`config.mk`:
```
export PLATFORM = sky130hd
export DESIGN_NAME = if_stage_flat
export DESIGN_NICKNAME = d
export VERILOG_FILES = /design/src/rtl/cpu_defs.sv /design/src/rtl/if_stage_if.sv /design/src/rtl/if_stage.sv /design/src/flat_wrapper.sv
export SDC_FILE = /design/constraint.sdc
export NUM_CORES = 1
export LEC_CHECK = 0
export ABC_AREA = 1
export BUFFER_PORTS_ARGS = -buffer_cell sky130_fd_sc_hd__buf_2
export CAP_MARGIN = 20
export CORE_UTILIZATION = 40
export CTS_CLUSTER_SIZE = 25
export DETAILED_ROUTE_END_ITERATION = 10
export PLACE_DENSITY = 0.71
export SETUP_SLACK_MARGIN = 0.2
export SLEW_MARGIN = 20
export SYNTH_ARGS = -nofsm -noshare
export SYNTH_HDL_FRONTEND = slang
export SYNTH_SLANG_ARGS = --single-unit
```
`constraint.sdc`:
```
create_clock -name clk -period 4.51 [get_ports clk]
set_input_delay 0.451 -clock clk [delete_from_list [all_inputs] [get_ports clk]]
set_output_delay 0.451 -clock clk [all_outputs]
set_load 0.05 [all_outputs]
```
`src/rtl/cpu_defs.sv`:
```
// Shared CPU front-end definitions: datapath width, fetch FSM encoding and reset PC.
package cpu_defs;

   localparam int unsigned XLEN = 32;

   localparam logic [XLEN-1:0] RESET_PC_DEFAULT = 32'h1c00_0000;
   localparam logic [XLEN-1:0] PC_STEP          = 32'd4;
   localparam logic [XLEN-1:0] WORD_ADDR_MASK   = 32'hFFFF_FFFC;

   // IDLE: nothing in flight; WAIT: rdata arrives this cycle; HOLD: word latched, awaiting id_ready
   typedef enum logic [1:0] {
      IDLE = 2'd0,
      WAIT = 2'd1,
      HOLD = 2'd2
   } if_state_e;

endpackage

```
`src/rtl/if_stage_if.sv`:
```
// Instruction SRAM port bundle between the fetch stage (master) and the memory (slave).
interface if_stage_if;
   import cpu_defs::*;

   logic            inst_sram_en;
   logic            inst_sram_we;
   logic [XLEN-1:0] inst_sram_addr;
   logic [XLEN-1:0] inst_sram_wdata;
   logic [XLEN-1:0] inst_sram_rdata;

   modport master (
      output inst_sram_en,
      output inst_sram_we,
      output inst_sram_addr,
      output inst_sram_wdata,
      input  inst_sram_rdata
   );

   modport slave (
      input  inst_sram_en,
      input  inst_sram_we,
      input  inst_sram_addr,
      input  inst_sram_wdata,
      output inst_sram_rdata
   );

endinterface

```
`src/rtl/if_stage.sv`:
```
// Instruction fetch stage: one-cycle-latency SRAM fetch with hold buffer and branch redirect.
// Optional misaligned-fetch exception reporting is enabled by defining IF_ADEF_EN.
module if_stage
   import cpu_defs::*;
#(
   parameter logic [XLEN-1:0] RESET_PC = RESET_PC_DEFAULT
) (
   input  logic            clk,
   input  logic            resetn,
   input  logic            br_valid,
   input  logic [XLEN-1:0] br_target,
   input  logic            id_ready,
   if_stage_if.master      sram,
   output logic            if_valid,
   output logic [XLEN-1:0] if_pc,
   output logic [XLEN-1:0] if_inst,
   output logic            if_adef
);

   if_state_e       state_q, state_d;
   logic [XLEN-1:0] pc_q, pc_d;
   logic [XLEN-1:0] inst_q, inst_d;
   logic            adef_q, adef_d;

   logic            req_c;
   logic [XLEN-1:0] req_pc_c;
   logic [XLEN-1:0] req_addr_c;
   logic            req_bad_c;
   logic            deliver_c;

`ifdef IF_ADEF_EN
   assign req_bad_c  = (req_pc_c[1:0] != 2'b00);
   assign req_addr_c = req_pc_c;
`else
   assign req_bad_c  = 1'b0;
   assign req_addr_c = req_pc_c & WORD_ADDR_MASK;
`endif

   // Next-state and request selection; a redirect overrides any handshake or hold decision
   always_comb begin
      state_d   = state_q;
      pc_d      = pc_q;
      inst_d    = inst_q;
      adef_d    = adef_q;
      req_c     = 1'b0;
      req_pc_c  = pc_q + PC_STEP;
      deliver_c = 1'b0;

      unique case (state_q)
         IDLE: begin
            req_c    = 1'b1;
            req_pc_c = RESET_PC;
         end
         WAIT: begin
            deliver_c = 1'b1;
            if (id_ready) begin
               req_c = 1'b1;
            end else begin
               state_d = HOLD;
               inst_d  = adef_q ? '0 : sram.inst_sram_rdata;
            end
         end
         HOLD: begin
            deliver_c = 1'b1;
            if (id_ready) req_c = 1'b1;
         end
         default: state_d = IDLE;
      endcase

      if (br_valid) begin
         deliver_c = 1'b0;
         req_c     = 1'b1;
         req_pc_c  = br_target;
         inst_d    = inst_q;
      end

      if (req_c) begin
         state_d = WAIT;
         pc_d    = req_addr_c;
         adef_d  = req_bad_c;
      end
   end

   always_ff @(posedge clk) begin
      if (!resetn) begin
         state_q <= IDLE;
         pc_q    <= '0;
         inst_q  <= '0;
         adef_q  <= 1'b0;
      end else begin
         state_q <= state_d;
         pc_q    <= pc_d;
         inst_q  <= inst_d;
         adef_q  <= adef_d;
      end
   end

   assign sram.inst_sram_en    = resetn & req_c & ~req_bad_c;
   assign sram.inst_sram_we    = 1'b0;
   assign sram.inst_sram_addr  = req_addr_c;
   assign sram.inst_sram_wdata = '0;

   // Delivery side: WAIT passes rdata straight through, HOLD replays the latched word
   always_comb begin
      if_valid = resetn & deliver_c;
      if_pc    = '0;
      if_inst  = '0;
      if_adef  = 1'b0;
      if (resetn && (state_q != IDLE)) begin
         if_pc   = pc_q;
         if_adef = adef_q;
         if (!adef_q) if_inst = (state_q == WAIT) ? sram.inst_sram_rdata : inst_q;
      end
   end

endmodule

```
`src/flat_wrapper.sv`:
```
// flat-port wrapper written by rule: the top's interface ports become plain ports
module if_stage_flat import cpu_defs::*;
#(
   parameter logic [XLEN-1:0] RESET_PC = RESET_PC_DEFAULT
)
  (clk, resetn, br_valid, br_target, id_ready, if_valid, if_pc, if_inst, if_adef, sram_inst_sram_en, sram_inst_sram_we, sram_inst_sram_addr, sram_inst_sram_wdata, sram_inst_sram_rdata);
  if_stage_if sram_i ();
  input  logic clk;
  input  logic resetn;
  input  logic br_valid;
  input  logic [XLEN-1:0] br_target;
  input  logic id_ready;
  output logic if_valid;
  output logic [XLEN-1:0] if_pc;
  output logic [XLEN-1:0] if_inst;
  output logic if_adef;
  output wire logic [$bits(sram_i.inst_sram_en)-1:0] sram_inst_sram_en;
  output wire logic [$bits(sram_i.inst_sram_we)-1:0] sram_inst_sram_we;
  output wire logic [$bits(sram_i.inst_sram_addr)-1:0] sram_inst_sram_addr;
  output wire logic [$bits(sram_i.inst_sram_wdata)-1:0] sram_inst_sram_wdata;
  input wire logic [$bits(sram_i.inst_sram_rdata)-1:0] sram_inst_sram_rdata;
  assign sram_inst_sram_en = sram_i.inst_sram_en;
  assign sram_inst_sram_we = sram_i.inst_sram_we;
  assign sram_inst_sram_addr = sram_i.inst_sram_addr;
  assign sram_inst_sram_wdata = sram_i.inst_sram_wdata;
  assign sram_i.inst_sram_rdata = sram_inst_sram_rdata;
  if_stage #(.RESET_PC(RESET_PC)) u_core (.clk(clk), .resetn(resetn), .br_valid(br_valid), .br_target(br_target), .id_ready(id_ready), .sram(sram_i), .if_valid(if_valid), .if_pc(if_pc), .if_inst(if_inst), .if_adef(if_adef));
endmodule
```
==> impl.org, run 1 <==
** Die
- The floorplan has 38 rows.
- Total Die Area :: 11500 µm²
- Measured along the y axis, the die boundary spans 107 µm.
- Die width :: 107 µm
- In this run the count of I/O pins placed on the die edge is 200.
- Initial Util :: 41.0%
- The region available for standard cell placement spans 10800 µm².

** Setup path
- Worst path max stage delay :: 0.75 ns
- The worst setup path is captured at a primary output.
- The slowest stage of the critical path belongs to the cell nor2_1.
- Required time at the endpoint of the critical path :: 4.06 ns
- STA classifies the critical path startpoint as a register.
- Critical path, cell by cell :: inv_1 -> ha_1 -> nor2_1 -> buf_4 -> nand2_1 -> o21ai_2 -> buf_2
- Worst reg-to-reg path cell count :: 9
- The worst setup path is of the register to primary output kind.
- Data on the critical path arrives at its endpoint at 2.65 ns.
- Along the worst path, the maximum fanout reaches 16.

** Final layout
- Summing all non-filler instances in the final layout gives an area of 5350 µm².
- Fill cells in the final layout number 1188.
- Of the cells placed in the final design, the portion with a size suffix greater than 1 is 23.1%.
- From synthesis to final layout, the design area changed by 20.9%.
- Leading cell type in the layout, fill and taps excluded :: nand2_1
- The net count of the finished layout is 966.
- The top cell types in the final layout, fill and taps aside, are 244 x nand2_1, 159 x buf_2, 141 x nor2_1.
- Number of antenna repair diodes :: 0
- Number of standard cells in the layout, taps in and fillers out :: 1038

** Route
- In the routed layout, each cell is associated on average with a via count of 4.80.
- Summing over every cut layer, the via total after detailed routing is 4980.
- The first detailed-routing pass took 5 iterations.
- In this run, the number of DRC markers left after iteration 0 of detailed routing was 216.
- In this run the remaining antenna-violating nets after routing total 0.
- In the routed design, unresolved DRC markers number 0.
- Wirelength per Cell :: 12.7 µm
- For this block, the routed nets add up to 13100 µm of wire.

** Clock network
- At the later pin of the worst-skew pair, clock insertion delay measures 0.35 ns.
- CTS saw 64 sinks.
- The number of gates resized after CTS was 0.
- The H-tree was split into 3 levels.
- TritonCTS clock tree :: done
- Clock buffer count from CTS :: 9
- Number of buffers added for setup after CTS :: 0
- Clk pin slew, worst setup/hold paths :: 0.08 ns
- No sink is reached through more buffers than the 2 on the longest clock path.
- Root buf cell :: clkbuf_8
- In this run, post-CTS hold repair placed 0 buffers.

** Power and ir drop
- Clock group share of total power :: 31.1%
- The share of total power dissipated in combinational logic is 33.3%.
- Power spent charging and discharging nets :: 755 µW
- IR analysis of the VDD net gives a maximum drop of 0.178 mV.
- Leakage power summed over all cells :: 2.66 nW
- Power after layout :: 1.82 mW
- Power density over cell area :: 340 nW/µm²
- In this run switching power makes up 41.5% of total power.
- Register share of total power :: 35.7%
- Cell internal power was estimated by the tool at 1.06 mW.

** Place
- Before CTS, the worst setup slack after placement is 1.58 ns.
- Number of I/O port buffers :: 159
- Once placement finished, the instance area stood at 5120 µm².
- HPWL after DPL :: 9510 µm
- At the end of routability-driven placement, the weighted congestion stood at 0.928.
- Placed cell count :: 1022

** Logic synthesis
- Counting every instance in the synthesized netlist gives 753.
- Async SR Flop Fraction :: 0%
- Primary flip-flop cell chosen by synthesis mapping :: dfxtp_1
- Number of different library cells in the post-synthesis netlist :: 38
- Summing the sequential cell areas from Yosys gives 29.0% of the chip area.
- The average instance in the mapped netlist occupies 5.87 µm².
- Synthesis inferred 64 register bits.
- Counting flops with a built-in enable in the synthesized netlist gives 0.
- YS warnings :: 0
- Post-Syn Area :: 4420 µm²

** STA
- Derived from the worst setup path, the maximum achievable clock frequency is 322 MHz.
- Subtracting the final worst setup slack from the clock period gives 3.10 ns.
- Setup repair after global routing missed its margin :: false
- Across the routed clock network, the largest skew measured is 0.00813 ns.
- Fin Setup TNS :: 0 ns
- At the pin with the least slew margin, the transition time is 1.03 ns.
- Count of pins over their slew limit :: 0
- Setup slack on the critical path of the routed design comes to 1.41 ns.
- Count of final hold-check violations :: 0
- Portion of the clock cycle consumed by the worst path in the final layout :: 68.8%
- The worst pin sits at a relative slew slack of 31.5%.
- Number of setup violations in the final report :: 0

** GRT
- Initial antenna violation count :: 0
- The number of global-route vias before repair came to 4514.
- Entering global routing, the biggest net connects 48 pins.
- For this run, the total global-route usage over all layers was measured as 23.0%.
- For this run the aggregate overflow at the end of global routing stands at 0.
- Global-route wire length before repair :: 21100 µm

** Job
- Max-cap violations :: 0

** Run status
- The flow ran to the end, and the final reports show no timing, DRC or antenna violations.

** Min path
- The min-delay analysis places its worst path in the category input port to register.
- The worst hold path passes through 3 cells.
-- power groups by stage --
stage	sequential, mW	combinational [mW]	clock [mW]
6_report	0.648	0.605	0.565
5_1_grt	0.654	0.657	0.597
4_1_cts	0.647	0.607	0.576
3_5_place_dp	0.659	0.606	0
3_3_place_gp	0.659	0.602	0
2_1_floorplan	0.649	0.501	0
-- per-layer routing --
metal | vias up | GRT usage (%) | share of wire, % | routed length (µm)
met5 | - | 0 | 0 | 0
met4 | 0 | 6.07 | 1.5 | 201
met3 | 17 | 6.26 | 7.5 | 988
met2 | 177 | 40.3 | 48 | 6360
met1 | 2219 | 27.6 | 43 | 5590
li1 | 2567 | - | - | -
-- worst max-delay path: cells and delay by family (launching register included) --
family          cells  cell delay (ns)
compound gates      1             0.13
fa+ha+maj           1             0.25
buf+inv             3             0.73
flops               1             0.36
simple gates        2             0.84
-- cell type report --
| type | count | area, µm² | share of cell area [%] |
|---|---|---|---|
| Tap cell | 140 | 175 | 3.28 |
| Clock inverter | 5 | 80.1 | 1.50 |
| Clock buffer | 11 | 141 | 2.64 |
| Sequential cell | 64 | 1280 | 24.0 |
| Timing Repair Buffer | 163 | 826 | 15.4 |
| Multi-Input combinational cell | 600 | 2640 | 49.3 |
| Inverter | 55 | 206 | 3.86 |
-- Yosys cell counts, types with 6 or more instances --
cell	n	area share (%)
nand3_1	34	3.8
o21ai_0	52	5.9
nor2_1	141	12
nand2_1	245	21
dfxtp_1	64	29
clkbuf_1	19	1.6
buf_2	8	0.91
nor2_4	6	1.5
nor2_2	6	0.85
a21oi_1	34	3.8
buf_4	40	6.8
o21ai_1	8	0.91
inv_1	52	4.4
-- registers in the layout, indices dropped and copies added (netlist names) --
signal          flops
u_core.inst_q      32
u_core.pc_q        30
u_core.state_q      2
-- cell families after synthesis --
logic type | count (synthesis) | synth area share [%]
buf+inv | 126 | 14.6
flops | 64 | 29.0
other cells | 1 | 0.0848
simple gates | 448 | 41.6
compound gates | 109 | 13.3
fa+ha+maj | 5 | 1.42
-- path summary, 6_finish.rpt --
kind,slack (ns),to,startpoint
worst max-delay path,1.41,sram_inst_sram_addr[17],u_core.state_q[0]$_SDFFE_PN0P_
worst min-delay path,0.34,u_core.inst_q[7]$_SDFFE_PN0P_,sram_inst_sram_rdata[7]
worst max register to register,1.68,u_core.inst_q[23]$_SDFFE_PN0P_,u_core.state_q[1]$_SDFFE_PP0P_
worst min register to register,0.49,u_core.pc_q[31]$_SDFFE_PN0P_,u_core.pc_q[31]$_SDFFE_PN0P_
-- metrics by stage --
step	utilization, %	hold slack, ns
floorplan	-	0.443
global placement	47.5	0.464
detailed placement	47.5	0.481
CTS	49.5	0.322
global route	49.5	0.327
finish	49.5	0.338
Note: power is estimated with default switching activity, not from simulation.
==> run 2, diff against run 1 <==
--- a/config.mk
+++ b/config.mk
@@ -5,13 +5,13 @@
 export SDC_FILE = /design/constraint.sdc
 export NUM_CORES = 1
 export LEC_CHECK = 0
-export ABC_AREA = 1
+export ABC_AREA = 0
 export BUFFER_PORTS_ARGS = -buffer_cell sky130_fd_sc_hd__buf_2
 export CAP_MARGIN = 20
 export CORE_UTILIZATION = 40
 export CTS_CLUSTER_SIZE = 25
 export DETAILED_ROUTE_END_ITERATION = 10
-export PLACE_DENSITY = 0.71
+export PLACE_DENSITY = 0.73
 export SETUP_SLACK_MARGIN = 0.2
 export SLEW_MARGIN = 20
 export SYNTH_ARGS = -nofsm -noshare
==> constraint.sdc (replaced) <==
create_clock -name clk -period 2.6 [get_ports clk]
set_input_delay 0.26 -clock clk [delete_from_list [all_inputs] [get_ports clk]]
set_output_delay 0.26 -clock clk [all_outputs]
set_load 0.05 [all_outputs]
==> impl.org, run 2 <==
** Final layout
- Regs by FF count: u_core.inst_q: 32 flops, u_core.pc_q: 30 flops, u_core.state_q: 2 flops (unchanged).
- Layout cells sized above 1 :: 35.5% (was 23.1%)
- The synthesis-to-layout area growth was 34.8% (was 20.9%).
- The number of flip-flops under the largest register name is 32 (unchanged).
- The final core area utilization is 55.7% (was 49.5%).
- The fill cell instance count of the final layout came to 1039 (was 1188).
- The most frequent standard cell in the layout excluding fill and tap cells is buf_2 (was nand2_1).
- Post-route cell area :: 6070 µm² (was 5350 µm²)
- The number of antenna cells inserted is 0 (unchanged).
- The register bank with the most flops was u_core.inst_q (unchanged).
- Most frequent cells in the layout :: 136 x buf_2, 114 x nand2_1, 55 x nor2_1 (was 244 x nand2_1, 159 x buf_2, 141 x nor2_1)
- Net count reported at finish :: 865 (was 966)

** GRT
- Total global routing overflow :: 0 (unchanged)
- The initial antenna violation count was 0 (unchanged).
- The maximum number of pins on one net before global-route repair came to 53 (was 48).
- Number of global-route vias before repair :: 4416 (was 4514)
- Global-route wire length before repair :: 21200 µm (was 21100 µm)
- Combined global-route utilization of all metal layers :: 22.9% (was 23.0%)

** Setup path
- The sort of element at the start of the critical path was a register (unchanged).
- End of the worst register-to-register path :: u_core.pc_q[29]$_SDFFE_PN0P_ (was u_core.inst_q[23]$_SDFFE_PN0P_)
- The top fanout value on the critical path was 6 (was 16).
- The capturing element type of the critical path is a primary output (unchanged).
- Reg2Reg Launch Point :: u_core.pc_q[16]$_SDFFE_PN0P_ (was u_core.state_q[1]$_SDFFE_PP0P_)
- The reg2reg setup slack came to 0.51 ns (was 1.68 ns).
- Type of the worst setup path :: register to primary output (unchanged)
- The path depth of the worst reg2reg path is 5 (was 9).
- Required time at the endpoint of the critical path :: 2.34 ns (was 4.06 ns)
- Data arrival time of the worst path :: 2.25 ns (was 2.65 ns)

** Logic synthesis
- The gate count of the mapped netlist is 627 (was 753).
- Leading cell types by count after synthesis: 115 x nand2_1, 64 x dfxtp_1, 57 x nor2_1, 42 x a21oi_1 (was 245 x nand2_1, 141 x nor2_1, 64 x dfxtp_1, 52 x inv_1, 52 x o21ai_0).
- YS warnings :: 0 (unchanged)
- Primary flip-flop cell chosen by synthesis mapping :: dfxtp_1 (unchanged)
- The average instance area after synthesis came to 7.18 µm² (was 5.87 µm²).
- Top area cells in the synthesized netlist: dfxtp_1 28%, nand2_1 9.6%, mux2i_1 8.0% (was dfxtp_1 29%, nand2_1 21%, nor2_1 12%).
- The top cell type by total area after synthesis is dfxtp_1 (unchanged).
- Number of synthesized register bits :: 64 (unchanged)
- The fraction of synthesized cell area taken by the top area cell type was 28.5% (was 29.0%).
- The distinct cell type count of the synthesized netlist came to 56 (was 38).
- The share of synthesized area occupied by flip-flops and latches is 28.5% (was 29.0%).
- The area of the mapped netlist is 4500 µm² (was 4420 µm²).
- The most instantiated library cell after synthesis is nand2_1 (unchanged).
- The number of synthesized flops with an enable pin was 0 (unchanged).
- Async SR Flop Fraction :: 0% (unchanged)

** Clock network
- The TritonCTS buffer count came to 9 (unchanged).
- The number of buffers on the longest clock path is 2 (unchanged).
- Maximum level of the CTS H-tree :: 3 (unchanged)
- The master cell of the clock root buffer is clkbuf_8 (unchanged).
- The CTS tree was done (unchanged).
- The CTS clock-pin slew for the worst setup and hold paths is 0.08 ns (about the same).
- Number of clock sinks :: 64 (unchanged)
- CTS Hold Buffers Added :: 0 (unchanged)
- The clock latency reported for the late side of the worst-skew pair is 0.34 ns (was 0.35 ns).

** STA
- The setup skew after layout came to 0.00504 ns (was 0.00813 ns).
- Timing would allow up to 399 MHz.
- Fin Setup TNS :: 0 ns (unchanged)
- Worst Slack Setup Final :: 0.0937 ns (was 1.41 ns)
- Final min period :: 2.51 ns
- Worst-margin pin slew :: 0.609 ns (was 1.03 ns)
- The number of hold violations in the final report was 0 (unchanged).
- The setup-violating endpoint count in the final report is 0 (unchanged).
- Setup repair after global routing missed its margin: true (was false).
- The final critical path takes up 96.4% of the cycle.
- Count of pins over their slew limit :: 0 (unchanged)
- Worst slew margin relative to its limit :: 59.4% (was 31.5%)

** Power and ir drop
- Clock group share of total power :: 32.9% (was 31.1%)
- The sequential fraction of design power was 36.6% (was 35.7%).
- The part of the total power dissipated in combinational logic is 30.5% (was 33.3%).
- Max VDD drop :: 0.320 mV (was 0.178 mV)
- The leakage power figure was 2.71 nW (was 2.66 nW).
- The post-route total power is 2.98 mW (was 1.82 mW).
- The areal power density over the cells was 491 nW/µm² (was 340 nW/µm²).
- The total internal power was 1.84 mW (was 1.06 mW).
- The switching share of power was 38.1% (was 41.5%).
- The net switching power came to 1.13 mW (was 755 µW).

** Run status
- Outcome: finished, final reports clean (unchanged).

** Route
- Routed vias/inst :: 5.23 (was 4.80)
- Wirelength per Cell :: 14.6 µm (was 12.7 µm)
- The remaining antenna violation count was 0 (unchanged).
- Detailed-route DRC error count :: 0 (unchanged)
- The count of routing violations after the opening detailed-route iteration came to 285 (was 216).
- Count of vias placed by the detailed router :: 4896 (was 4980)
- Total wire length after detailed routing :: 13700 µm (was 13100 µm)
- The first-pass iteration count of the detailed router was 5 (unchanged).

** Place
- The setup slack at placement was 0.156 ns (was 1.58 ns).
- Gp weighted congestion :: 0.858 (was 0.928)
- The placed standard-cell area was 5400 µm² (was 5120 µm²).
- HPWL after DPL :: 9100 µm (was 9510 µm)
- The quantity of I/O buffers inserted on ports is 159 (unchanged).

** Die
- The number of top-level pins was 200 (unchanged).
- The die area is 11700 µm² (was 11500 µm²).
- The placeable core region was 10900 µm² (was 10800 µm²).
- Die width :: 108 µm (was 107 µm)
- The effective utilization at floorplan is 41.4% (was 41.0%).
- Y dimension of the die :: 108 µm (was 107 µm)
- The number of placement rows is 38 (unchanged).

** Min path
- The source of the worst hold timing path was sram_inst_sram_rdata[28] (was sram_inst_sram_rdata[7]).
- The number of instances on the worst hold path came to 3 (unchanged).
- Worst hold path endpoint :: u_core.inst_q[28]$_SDFFE_PN0P_ (was u_core.inst_q[7]$_SDFFE_PN0P_)
- The kind of path behind the tightest hold check was input port to register (unchanged).

** Job
- The number of max-capacitance violations reported is 0 (unchanged).
run 2: how the worst max path moves through the flow:
stage | slack, ns | end | startpoint
after floorplan | -0.15 | u_core.pc_q[9]$_SDFFE_PN0P_ | u_core.state_q[0]$_SDFFE_PN0P_
after global placement | 0.16 | sram_inst_sram_addr[19] | u_core.pc_q[12]$_SDFFE_PN0P_
after detailed placement | 0.16 | sram_inst_sram_addr[19] | u_core.pc_q[12]$_SDFFE_PN0P_
after CTS | 0.09 | sram_inst_sram_addr[19] | u_core.pc_q[14]$_SDFFE_PN0P_
after global routing | 0.04 | sram_inst_sram_addr[19] | u_core.pc_q[14]$_SDFFE_PN0P_
final | 0.09 | sram_inst_sram_addr[19] | u_core.pc_q[15]$_SDFFE_PN0P_
run 2: cells by family after synthesis:
family          after synthesis  share of synthesized area (%)
buf+inv                      94                           11.1
fa+ha+maj                     5                           1.39
compound gates              124                           16.8
mux                          36                           8.00
flops                        64                           28.5
other cells                   1                         0.0833
simple gates                278                           29.3
xor+xnor                     25                           4.86
run 2: power groups by stage:
stage | Combinational (mW) | Sequential, mW | Clock (mW)
after global placement | 0.862 | 1.10 | 0
after CTS | 0.884 | 1.09 | 0.991
final | 0.909 | 1.09 | 0.980
after floorplan | 0.703 | 1.09 | 0
after global routing | 0.972 | 1.10 | 1.04
after detailed placement | 0.866 | 1.11 | 0
run 2: what timing repair did:
action / CTS / global route
buffers inserted: 5 / 12
resized for setup: 54 / 56
setup endpoints to repair: 25 / 81
pin swaps: 6 / 11
gates cloned: 0 / 0
run 2: worst max-delay path, cell delays in order, from the launching register on:
cell and delay (ns):
dfxtp_4 0.39, inv_1 0.09, or4_4 0.59, or3_4 0.36, xor2_1 0.14, o21ai_1 0.15, buf_6 0.18
run 2: metrics by stage:
| step | cells | hold WS [ns] |
|---|---|---|
| 4_1_cts | 925 | 0.139 |
| 2_1_floorplan | 664 | 0.396 |
| 5_1_grt | 937 | 0.142 |
| 3_5_place_dp | 904 | 0.446 |
| 6_report | 937 | 0.156 |
| 3_3_place_gp | 904 | 0.442 |
run 2: area by class of cell:
cell class                      instances  area [µm²]  area share, %
Clock inverter                          6        93.8           1.55
Timing Repair Buffer                  202        1250           20.7
Multi-Input combinational cell        506        3060           50.4
Tap cell                              140         175           2.89
Inverter                                9        33.8          0.557
Sequential cell                        64        1330           21.8
Clock buffer                           10         128           2.10
run 2: layer usage:
layer | wire length, µm | GRT usage (%)
met1 | 5560 | 28.9
met3 | 1240 | 4.76
met4 | 329 | 10.1
met5 | 0 | 0
met2 | 6550 | 37.5
